File: src/rtl/rr_pri_sched.sv
// rtl/rr_pri_sched.sv - round-robin scheduler with MSB-first selection over a rotating mask
module rr_pri_sched #(
    parameter int WIDTH     = 56,
    parameter int WIDTH_LOG = 6,
    parameter int MAX_HOLD  = 16
) (
    input  logic                 clk,
    input  logic                 rst,
    input  logic [WIDTH-1:0]     req,
    input  logic                 done,
    output logic                 gnt_valid,
    output logic [WIDTH_LOG-1:0] gnt_idx,
    output logic [WIDTH-1:0]     gnt_onehot,
    output logic                 timeout
);

    // Hold counter only needs to reach MAX_HOLD-1.
    localparam int HOLD_W = (MAX_HOLD > 2) ? $clog2(MAX_HOLD) : 1;
    localparam logic [HOLD_W-1:0] HOLD_LAST = HOLD_W'(MAX_HOLD - 1);

    // Elaboration-time parameter sanity checks.
    generate
        if ((2 ** WIDTH_LOG) < WIDTH) begin : g_bad_width_log
            $error("rr_pri_sched: WIDTH_LOG too small for WIDTH");
        end
        if (MAX_HOLD < 2) begin : g_bad_max_hold
            $error("rr_pri_sched: MAX_HOLD must be at least 2");
        end
    endgenerate

    typedef enum logic {
        ST_IDLE  = 1'b0,
        ST_GRANT = 1'b1
    } state_t;

    state_t               state_q,      state_d;
    logic [WIDTH_LOG-1:0] ptr_q,        ptr_d;
    logic [HOLD_W-1:0]    hold_cnt_q,   hold_cnt_d;
    logic                 gnt_valid_q,  gnt_valid_d;
    logic [WIDTH_LOG-1:0] gnt_idx_q,    gnt_idx_d;
    logic [WIDTH-1:0]     gnt_onehot_q, gnt_onehot_d;
    logic                 timeout_q,    timeout_d;

    logic [WIDTH-1:0]     low_mask;
    logic [WIDTH-1:0]     masked;
    logic                 masked_any;
    logic                 req_any;
    logic [WIDTH_LOG-1:0] masked_top;
    logic [WIDTH_LOG-1:0] req_top;
    logic [WIDTH_LOG-1:0] sel_idx;
    logic [WIDTH-1:0]     sel_onehot;

    // Index of the highest set bit; returns 0 for an all-zero vector.
    function automatic logic [WIDTH_LOG-1:0] msb_index(input logic [WIDTH-1:0] vec);
        logic [WIDTH_LOG-1:0] idx;
        idx = '0;
        for (int i = 0; i < WIDTH; i++) begin
            if (vec[i]) begin
                idx = WIDTH_LOG'(i);
            end
        end
        return idx;
    endfunction

    // Rotating selection: highest requester strictly below ptr, else wrap to highest overall.
    always_comb begin
        low_mask = '0;
        for (int i = 0; i < WIDTH; i++) begin
            low_mask[i] = (WIDTH_LOG'(i) < ptr_q);
        end
        masked     = req & low_mask;
        masked_any = |masked;
        req_any    = |req;
        masked_top = msb_index(masked);
        req_top    = msb_index(req);
        sel_idx    = masked_any ? masked_top : req_top;
        sel_onehot = '0;
        for (int i = 0; i < WIDTH; i++) begin
            sel_onehot[i] = (sel_idx == WIDTH_LOG'(i));
        end
    end

    // Next-state and registered-output logic for the IDLE/GRANT machine.
    always_comb begin
        state_d      = state_q;
        ptr_d        = ptr_q;
        hold_cnt_d   = hold_cnt_q;
        gnt_valid_d  = gnt_valid_q;
        gnt_idx_d    = gnt_idx_q;
        gnt_onehot_d = gnt_onehot_q;
        timeout_d    = 1'b0;

        case (state_q)
            ST_IDLE: begin
                gnt_valid_d  = 1'b0;
                gnt_onehot_d = '0;
                if (req_any) begin
                    state_d      = ST_GRANT;
                    ptr_d        = sel_idx;
                    gnt_idx_d    = sel_idx;
                    gnt_onehot_d = sel_onehot;
                    gnt_valid_d  = 1'b1;
                    hold_cnt_d   = '0;
                end
            end
            ST_GRANT: begin
                // req is deliberately ignored while a grant is held.
                if (done) begin
                    state_d      = ST_IDLE;
                    gnt_valid_d  = 1'b0;
                    gnt_onehot_d = '0;
                end else if (hold_cnt_q == HOLD_LAST) begin
                    state_d      = ST_IDLE;
                    gnt_valid_d  = 1'b0;
                    gnt_onehot_d = '0;
                    timeout_d    = 1'b1;
                end else begin
                    hold_cnt_d = hold_cnt_q + HOLD_W'(1);
                end
            end
            default: begin
                state_d      = ST_IDLE;
                gnt_valid_d  = 1'b0;
                gnt_onehot_d = '0;
            end
        endcase
    end

    // State and output registers with synchronous active-high reset.
    always_ff @(posedge clk) begin
        if (rst) begin
            state_q      <= ST_IDLE;
            ptr_q        <= '0;
            hold_cnt_q   <= '0;
            gnt_valid_q  <= 1'b0;
            gnt_idx_q    <= '0;
            gnt_onehot_q <= '0;
            timeout_q    <= 1'b0;
        end else begin
            state_q      <= state_d;
            ptr_q        <= ptr_d;
            hold_cnt_q   <= hold_cnt_d;
            gnt_valid_q  <= gnt_valid_d;
            gnt_idx_q    <= gnt_idx_d;
            gnt_onehot_q <= gnt_onehot_d;
            timeout_q    <= timeout_d;
        end
    end

    assign gnt_valid  = gnt_valid_q;
    assign gnt_idx    = gnt_idx_q;
    assign gnt_onehot = gnt_onehot_q;
    assign timeout    = timeout_q;

endmodule

File: config.mk
export PLATFORM = sky130hd
export DESIGN_NAME = rr_pri_sched
export DESIGN_NICKNAME = d
export VERILOG_FILES = /design/src/rtl/rr_pri_sched.sv
export SDC_FILE = /design/constraint.sdc
export NUM_CORES = 1
export LEC_CHECK = 0
export CAP_MARGIN = 20
export CORE_MARGIN = 10
export CORE_UTILIZATION = 41
export CTS_CLUSTER_SIZE = 30
export DETAILED_ROUTE_END_ITERATION = 10
export PLACE_DENSITY = 0.68
export SLEW_MARGIN = 20
export SYNTH_ARGS = -nofsm -noshare
export SYNTH_HDL_FRONTEND = slang
export SYNTH_SLANG_ARGS = --single-unit
File: constraint.sdc
create_clock -name clk -period 3.34 [get_ports clk]
set_input_delay 0.501 -clock clk [delete_from_list [all_inputs] [get_ports clk]]
set_output_delay 0.501 -clock clk [all_outputs]
set_load 0.1 [all_outputs]
==> summary.md <==
| Metric | Value |
|---|---|
| Status | finished clean |
| Die Y | 130.7 um |
| Setup Viol. Count Final | 0 |
| Yosys top cell by area | dfxtp_1 |
| Nets | 956 |
| Synthesized cell area | 5024 sq um |
| Post-DR wirelength/cell | 20.03 um |
| Synth top area cells | dfxtp_1 27%, o21ai_0 5.5%, nand2_1 5.4%, nor2_1 4.2%, a22o_1 4.2% |
| Die area | 17080 sq um |
| Slew headroom | 0.3209 |
| Worst-Margin Slew | 1016 ps |
| Top cells by count, synth | 72 x nand2_1, 69 x dfxtp_1, 56 x nor2_1 |
| Mapped Nets | 723 |
| TritonCTS Buffers | 9 |
| Clk_lat worst skew | 320 ps |
| Core box area | 12010 sq um |
| Crit path DAT | 3500 ps |
| Max-slew violations | 0 |
| Worst path required time | 3590 ps |
| Achievable Freq | 307.6 MHz |
| Ys async rst share | 0 |
| Setup Skew | 8.263 ps |
| Fillers | 1057 |
| Placer Congestion | 0.9396 |
| Most used standard cell by instance count after synthesis | nand2_1 |
| Average cell area after synthesis | 7.577 sq um |
| GRT Residual Overflow | 0 |
| Hpwl dp | 16.85 mm |
| Final Cycle Share | 0.9733 |
| TritonCTS Sinks | 69 |
| Setup crit end kind | flop |
| Chip width | 130.7 um |
| I/O Buffers | 122 |
| Post-Route Utilization | 0.6453 |
| Post-Syn Instances | 663 |
| Via Count | 6336 |
| Share of the synthesized area in the top cell type | 0.2750 |
| Hold Path Class | reg -> reg |
| Crit Path Max Fanout | 29 |
| VDD IR-drop max | 624.2 uV |
| Type of origin of the critical path | flop |
| Main synth FF type | dfxtp_1 |
| Diodes inserted | 0 |
| TritonRoute pass-1 iters | 5 |
| Final Power | 8.111 mW |
| Ports | 123 |
| DRC Markers | 0 |
| Worst reg2reg setup slack | 90 ps |
| Crit Path Class | reg -> reg |
| Routed wire length | 20.97 mm |
| Maxcap violations | 0 |
| Final WS setup | 89.12 ps |
| Pre-CTS setup slack | -324.9 ps |
| Post-synth EDFFs | 0 |
| Vias in the first global route | 6043 |
| Via-to-Cell Ratio | 6.052 |
| GR Util All Layers | 0.2363 |
| Initial antenna violation count | 0 |
| Antenna viol nets, final | 0 |
| Initial Util | 0.4182 |
| Share of layout cells above drive strength 1 | 0.2389 |
| H-tree depth | 3 |
| Row Count | 40 |
| Largest net degree at the start of global routing | 33 |
| Leak pwr | 3.079 nW |
| Register area share after synthesis | 0.2750 |
| Global-route wire length before repair | 32.46 mm |
| Seq cells post-synth | 69 |
| Minimum clock period | 3251 ps |
| Clock Pin Slew Worst Setup and Hold Paths | 50 ps |
| Synth unique cells | 82 |
| Post-cts hold buffer count | 0 |
| P&R area growth vs syn | 54.30% |
| Synth warn | 0 |
| Final hold vios | 0 |
| P per Cell Area | 1046 nW/um^2 |
| CTS tree | yes |
| Clock Path Buffers | 2 |
| DR iter-0 viols | 734 |
| CTS root buf | clkbuf_16 |
[logic make-up (layout without fill, tap and decap cells)]
group,after synthesis,in the layout,share of synthesized area
adders and majority gates,1,1,0.002490
buffers and inverters,55,291,0.05405
DFF,69,69,0.2750
xor gates and xnor gates,1,1,0.001744
muxes,5,5,0.01096
and+or+nand+nor,277,277,0.2909
AOI/OAI and AO/OA,255,256,0.3649
[area by class of cell]
type	instances	area (sq um)	share of cell area
Clock buffer	9	225.2	0.02906
Clock inverter	6	63.81	0.008232
Inverter	16	60.06	0.007748
Multi-Input combinational cell	540	3500	0.4515
Sequential cell	69	1388	0.1790
Tap cell	147	183.9	0.02373
Timing Repair Buffer	260	2331	0.3007
[state kept, by name, indices dropped and copies added, names as in the netlist]
| name | count |
|---|---|
| timeout | 1 |
| gnt_onehot | 56 |
| gnt_idx | 6 |
| state_q | 1 |
| hold_cnt_q | 4 |
| gnt_valid | 1 |
[worst max-delay path, stage by stage (launching register included)]
cell	delay (ps)
dfxtp_1	330
buf_12	170
or4_4	560
o22ai_2	210
nand3_2	150
nor4_4	380
nand4_4	170
or2_4	300
mux2_4	360
or2_1	260
buf_12	160
o21ai_2	120
[layout by cell type, fill, tap and decap left out, drive strengths merged, types with 8 or more instances in the layout]
cell type / n
a211oi: 14
nand4: 9
inv: 17
or2: 10
nand2: 72
nor3: 21
nor2: 57
nor4: 19
o21ai: 80
o21a: 15
a31oi: 9
o211ai: 16
nand3: 20
nor2b: 8
dfxtp: 69
clkbuf: 9
clkdlybuf4s50: 115
nand2b: 11
a22o: 24
buf: 145
a21oi: 26
[where the power goes]
| group | total (mW) | internal (mW) | leakage [nW] | switching, mW |
|---|---|---|---|---|
| sequential | 1.11 | 0.959 | 0.560 | 0.150 |
| combinational | 6.08 | 2.36 | 2.38 | 3.72 |
| clock | 0.924 | 0.573 | 0.138 | 0.351 |
[stage by stage]
stage | hold slack, ps | TNS, ps | cells | cell area, sq um
5_1_grt | 482.7 | -64.08 | 1047 | 7751
3_5_place_dp | 443.5 | -15120 | 1029 | 7317
2_1_floorplan | 460.7 | 0 | 663 | 5025
3_3_place_gp | 436.9 | -12770 | 1029 | 7317
4_1_cts | 456.7 | -20.60 | 1044 | 7620
6_report | 451.7 | 0 | 1047 | 7751
[path summary, 6_finish.rpt]
kind	end	depth (start not counted)	from
max	gnt_onehot[37]	11	gnt_idx[2]
min	gnt_onehot[7]	2	gnt_onehot[7]
max reg2reg	gnt_onehot[37]	11	gnt_idx[2]
min reg2reg	gnt_onehot[7]	2	gnt_onehot[7]
[metal layers]
layer / global-route usage / up-vias / share of wire / wire length (um)
met5: 0 / - / 0 / 0
met4: 0.05167 / 0 / 0.017 / 354
met3: 0.04150 / 29 / 0.075 / 1575
met2: 0.3866 / 274 / 0.46 / 9710
met1: 0.3173 / 3015 / 0.44 / 9328
li1: - / 3018 / - / -
[timing repair]
| item | 4_1_cts | 5_1_grt |
|---|---|---|
| setup endpoints to repair | 48 | 56 |
| setup buffers | 0 | 2 |
| gates cloned | 0 | 1 |
| resized for setup | 2 | 28 |
| pin swaps | 0 | 6 |
Power figures use the tool's default switching activity.
